$ cat config.mk
export PLATFORM = sky130hd
export DESIGN_NAME = clkgen_multimode
export DESIGN_NICKNAME = d
export VERILOG_FILES = /design/src/rtl/clkgen_multimode.sv
export SDC_FILE = /design/constraint.sdc
export NUM_CORES = 1
export LEC_CHECK = 0
export BUFFER_PORTS_ARGS = -buffer_cell sky130_fd_sc_hd__buf_2
export CORE_ASPECT_RATIO = 1.1
export CORE_UTILIZATION = 58
export DETAILED_ROUTE_END_ITERATION = 10
export GPL_TIMING_DRIVEN = 1
export PLACE_DENSITY_LB_ADDON = 0.2
export SLEW_MARGIN = 10
export SYNTH_ARGS = -nofsm -noshare
export SYNTH_HDL_FRONTEND = slang
export SYNTH_SLANG_ARGS = --single-unit
export TNS_END_PERCENT = 30
$ cat constraint.sdc
create_clock -name inclk -period 4.45 [get_ports inclk]
set_clock_uncertainty 0.15 [all_clocks]
set_input_delay 0.2225 -clock inclk [delete_from_list [all_inputs] [get_ports inclk]]
set_output_delay 0.2225 -clock inclk [all_outputs]
set_load 0.02 [all_outputs]
$ cat src/rtl/clkgen_multimode.sv
// clkgen_multimode: FAST/DIV/STEP/HALT clock generator with glitch-free low-phase commits.
// Optional macro CLKGEN_TICK_COUNT_EN adds the tick_count output.
module clkgen_multimode #(
  parameter int CNT_W       = 25,
  parameter int DEFAULT_DIV = 500
) (
  input  logic             inclk,
  input  logic             reset,
  input  logic [1:0]       mode_sel,
  input  logic [CNT_W-1:0] div_val,
  input  logic             step_req,
  output logic             outclk,
  output logic             tick,
`ifdef CLKGEN_TICK_COUNT_EN
  output logic [CNT_W-1:0] tick_count,
`endif
  output logic [1:0]       mode_active
);
  typedef enum logic [1:0] {FAST = 2'b00, DIV = 2'b01, STEP = 2'b10, HALT = 2'b11} mode_t;
  mode_t            r_mode, w_mode;
  logic             r_outclk, r_tick, r_s1, r_s2, r_s3;
  logic             w_commit, w_hit, w_edge, w_outclk, w_tick;
  logic [CNT_W-1:0] r_count, r_div, w_div, w_count;
  // New mode/divisor only take effect at the start of a low phase, so no runt pulses
  always_comb begin
    w_commit = ~r_outclk && (r_count == '0);
    w_mode   = w_commit ? mode_t'(mode_sel) : r_mode;
    w_div    = w_commit ? div_val : r_div;
    w_hit    = r_count == w_div;
    w_edge   = r_s2 & ~r_s3;
    w_outclk = 1'b0;
    w_count  = '0;
    case (w_mode)
      FAST: w_outclk = ~r_outclk;
      DIV: begin
        w_outclk = r_outclk ^ w_hit;
        w_count  = w_hit ? '0 : r_count + 1'b1;
      end
      STEP: begin
        w_outclk = r_outclk ? ~w_hit : w_edge;
        w_count  = (r_outclk && !w_hit) ? r_count + 1'b1 : '0;
      end
      default: w_outclk = 1'b0;
    endcase
    w_tick = w_outclk & ~r_outclk;
  end
  always_ff @(posedge inclk) begin
    if (reset) begin
      r_outclk <= 1'b0;
      r_tick   <= 1'b0;
      r_count  <= '0;
      r_mode   <= HALT;
      r_div    <= CNT_W'(DEFAULT_DIV);
      r_s1     <= 1'b0;
      r_s2     <= 1'b0;
      r_s3     <= 1'b0;
    end else begin
      r_outclk <= w_outclk;
      r_tick   <= w_tick;
      r_count  <= w_count;
      r_mode   <= w_mode;
      r_div    <= w_div;
      r_s1     <= step_req;
      r_s2     <= r_s1;
      r_s3     <= r_s2;
    end
  end
`ifdef CLKGEN_TICK_COUNT_EN
  logic [CNT_W-1:0] r_tick_count;
  always_ff @(posedge inclk) begin
    if (reset) r_tick_count <= '0;
    else if (r_tick) r_tick_count <= r_tick_count + 1'b1;
  end
  assign tick_count = r_tick_count;
`endif
  assign outclk      = r_outclk;
  assign tick        = r_tick;
  assign mode_active = r_mode;
endmodule

# Word level (Yosys, flattened, before mapping)
# Cells that the tools add are included.
# Widths: inputs -> output; s select.
[op_classes]
n_mul = 0
n_div = 0
addsub = 1
mux = 7
n_reduce_logical = 5
shift = 0
order_cmp = 0
eq_ne = 3
bitwise = 6
[op_table]
columns = ["cell", "n"]
rows = [
  ["$mux 25", 3],
  ["$pmux 25 s2", 1],
  ["$add 25x1->25 const B", 1],
  ["$eq 25x25->1", 1],
  ["$logic_not 25->1", 1],
  ["$not 1->1", 3],
  ["$pmux 1 s3", 1],
  ["$and 1x1->1", 2],
  ["$eq 2x1->1 const B", 1],
  ["$eq 2x2->1 const B", 1],
  ["$logic_and 1x1->1", 2],
  ["$logic_not 2->1", 1],
  ["$mux 2", 1],
  ["$logic_not 1->1", 1],
  ["$mux 1", 1],
  ["$xor 1x1->1", 1],
]
[word_totals]
input_bits = 30
latch_bits = 0
mem_bits_ro = 0
reg_bits = 57
output_inout_bits = 4
ram_bits = 0
mem_count = 0
wordCells = 30

# Longest topological paths before layout
[depth]
depth_word = 8
depth_mapped = 15
depth_no_buf = 14

# Worst setup path before layout
# Ideal clock, no wire load.
[synth_path]
path_kind = "reg-to-reg"
from = "register r_count[0]"
to = "register r_count[4]"
t_required_ns = 4.160
setup_slack_ns = 0.767
path_stages_with_launch = 15
synth_period_minus_slack_ns = 3.683
setup_ns = 0.140
t_arrival_ns = 3.393
path_buffers = 1
cell_sequence = "dfxtp_1 > inv_1 > ha_1 > nor4b_4 > nand4_2 > nor2_1 > mux2_1 > a221o_1 > nor3_2 > inv_2 > ha_1 > and2_1 > o21ai_0 > clkbuf_1 > nor3_1"
[synth_via]
elab_chain_cells = 8
word_cells_on_any_way = 13
cone_classes = "add/sub: 1; eq/ne: 3; mux: 5; reduce/logical: 4"
[synth_lines]
columns = ["item", "line_no", "source"]
rows = [
  ["from (decl)", "23", "logic [CNT_W-1:0] r_count, r_div, w_div, w_count;"],
  ["from (signal assigned)", "60", "r_count <= w_count;"],
  ["$logic_not 25->1", "26", "w_commit = ~r_outclk && (r_count == '0);"],
  ["$logic_and 1x1->1", "26", ""],
  ["$mux 25", "28", "w_div = w_commit ? div_val : r_div;"],
  ["$eq 25x25->1", "29", "w_hit = r_count == w_div;"],
  ["$logic_not 1->1", "41", "w_count = (r_outclk && !w_hit) ? r_count + 1'b1 : '0;"],
  ["$logic_and 1x1->1", "41", ""],
  ["$mux 25", "41", ""],
  ["$pmux 25 s2 *", "33", "case (w_mode)"],
]
# Every way passes the cells marked *; elsewhere a longest branch is shown, timed or not.
# A chain may end at the register's enable or synchronous reset.

# Worst setup path after layout
[layout_path]
from = "register r_count[0]"
to = "register r_count[21]"
# The elaborated chain is that of the path after synthesis.

==> impl_metrics.yaml <==
die:
  die-area_um2: 5640
  io_pins: 34
  die_h_um: 78.7
  design.core.area_um2: 5070
  initial_core_util: 0.612
  core.rowCount: 27
  die_w_um: 71.7
setup_path:
  start_kind: "flop"
  r2r-end: "r_count[21]"
  endpoint_kind: "flop"
  r2r_slack_ns: 0.57
  crit_type: "reg -> reg"
  worstPathArrival_ns: 3.94
  r2r-start: "r_count[0]"
  slowest_delay_ns: 0.40
  critPathSlowestCell: "a211o_1"
  cp_cell_sequence: "inv_1, ha_1, nor4b_4, nand4_2, nor2_1, buf_4, nand4_1, a211o_1, nor3_2, inv_2, ha_1, and2_1, nor4_4, buf_4, nor3_1"
  r2r_cells: 15
  cp.required_ns: 4.51
  path_max_fanout: 23
global_route:
  grt.total_usage: 0.294
  grt_pass1_vias: 2604
  grt_first_pass_wirelength_mm: 12.5
  grt_max_degree: 34
  globalRouteOverflowTotal: 0
  antenna_found_initial: 0
logic_synthesis:
  synth_cells: 365
  synth.avg_cell_area_um2: 8.49
  synth_ff_type: "dfxtp_1"
  synth-seq-cells: 57
  yosysSeqAreaShare: 0.368
  ys_types: 51
  synth_top_cell_area_share: 0.368
  synth-edff-count: 0
  synth_area_um2: 3100
  netlist_top_cells_area: "dfxtp_1 37%, xnor2_1 7.9%, nand2_1 5.4%"
  yosys_warnings: 0
  syn_nets: 402
  async_flop_share: 0
  synth_largest_area_cell: "dfxtp_1"
clock_tree:
  cts_buffer_depth: 2
  cts_tree: "yes"
  holdBufCountCts: 14
  insertion_delay_ns: 0.34
  cts-root-buf: "clkbuf_8"
  htree_levels: 3
  clk_pin_slew_ns: 0.06
  clkSinkCount: 57
  cts_resized: 0
  cts_setup_buffers: 0
  numCtsBuffers: 9
power_and_ir_drop:
  power_leakage_nw: 1.44
  switchingPower_mw: 0.367
  p_comb_frac: 0.177
  p_int_mw: 0.960
  finalPower_mw: 1.33
  power_frac_seq: 0.432
  p_clk_frac: 0.391
  power_density_nw_per_um2: 366
  max-vdd-ir-drop_uv: 265
  swShare: 0.276
sta:
  setup_tns_ns: 0
  tightest_slew_ns: 0.622
  setup_violations: 0
  period_share: 0.873
  fmax_ghz: 0.257
  relSlewSlack: 0.574
  final_max_slew_viol_count: 0
  holdWs_ns: 0.00208
  hold_viol: 0
  rsz0062_at_grt: "false"
  post-route-min-period_ns: 3.88
final_layout:
  seq_area_um2: 1140
  layout_commonest_cell: "dfxtp_1"
  num-nets-final: 443
  fillerInstances: 401
  drive_gt1_frac: 0.178
  multi_input_area_um2: 1760
  layout_common_cells: "57 x dfxtp_1, 45 x nand2_1, 33 x buf_2"
  instances_no_fill: 468
  syn2layout_area_growth_pct: 16.9
  final_area_um2: 3620
  antenna_cells: 0
placement:
  dp.cells: 439
  place_area_um2: 3270
  port_buffers: 33
  hpwl_mm: 5.52
  gp_congestion: 0.997
routing:
  drtPass1Iterations: 4
  vias: 2715
  wl_per_cell_um: 16.6
  ant_nets: 0
  drc_errors: 0
  drt-vias-per-instance: 5.80
  routed_wl_mm: 7.76
  initialDrtViolationCount: 186
hold_path:
  whs_path_depth: 3
  hp-class: "in -> reg"
  worstHoldStart: "div_val[22]"
  min_to: "r_div[22]"
run_status:
  status: "completed"
job:
  drv_cap: 0
-- layer usage --
layer / GRT usage / part of all wire / up-vias
met5: 0 / 0 / -
li1: - / - / 1341
met3: 0.0591 / 0.046 / 22
met1: 0.359 / 0.44 / 1260
met2: 0.494 / 0.48 / 92
met4: 0.131 / 0.033 / 0
-- state kept, by name, summed over array words and instances, names as in the netlist --
signal and flops:
mode_active 2, outclk 1, r_count 25, r_div 25, r_s1 1, r_s2 1, r_s3 1, tick 1
-- worst max-delay path: cells and delay by family, from the launching register on --
kind | cells | cell delay (ns)
AO/OA/AOI/OAI | 1 | 0.40
adder cells (fa/ha/maj) | 2 | 0.34
buffers and inverters | 4 | 0.85
flip-flops | 1 | 0.38
AND/OR/NAND/NOR | 8 | 1.60
-- final cells by class --
class                           count  share of cell area
Multi-Input combinational cell    262               0.487
Clock buffer                       13              0.0494
Clock inverter                      2             0.00967
Sequential cell                    57               0.315
Inverter                           24              0.0249
Timing Repair Buffer               52              0.0946
Tap cell                           58              0.0200
-- worst max-delay path by stage --
stage | start | end | slack (ns)
6_report | r_count[0] | r_count[21] | 0.57
2_1_floorplan | r_count[0] | r_count[4] | 0.77
4_1_cts | r_count[0] | r_count[6] | 0.62
3_5_place_dp | r_count[0] | r_count[17] | 0.63
5_1_grt | r_count[0] | r_count[4] | 0.32
3_3_place_gp | r_count[0] | r_count[24] | 0.76
-- cell usage after synthesis (6+ instances only) --
cell and n:
nor2b_1 6, inv_1 23, xnor2_1 28, dfxtp_1 57, ha_1 7, nand4_1 7, a21oi_1 24, nand3_1 12
nor4_1 7, nor3_2 10, nand2_1 45, clkbuf_1 13, and3_1 9, xor2_1 16, nor3_1 16, nor2_1 19
-- stage by stage --
stage          worst slack, ns   util
2_1_floorplan            0.767      -
3_3_place_gp             0.758  0.645
3_5_place_dp             0.629  0.645
4_1_cts                  0.619  0.715
5_1_grt                  0.322  0.715
6_report                 0.566  0.715
-- power groups by stage --
stage / combinational [mW] / sequential, mW / clock, mW
global route: 0.261 / 0.576 / 0.543
global placement: 0.218 / 0.583 / 0
floorplan: 0.156 / 0.582 / 0
detailed placement: 0.222 / 0.583 / 0
CTS: 0.232 / 0.572 / 0.519
finish: 0.235 / 0.573 / 0.519
-- cells by family (layout without fill, tap and decap cells) --
logic type      after synthesis  after routing  synth area share
fa+ha+maj                     7              7            0.0282
buf+inv                      46             91            0.0646
flops                        57             57             0.368
simple gates                150            150             0.278
xor+xnor                     44             44             0.124
compound gates               58             58             0.127
mux                           3              3            0.0101
Power figures use the tool's default switching activity.
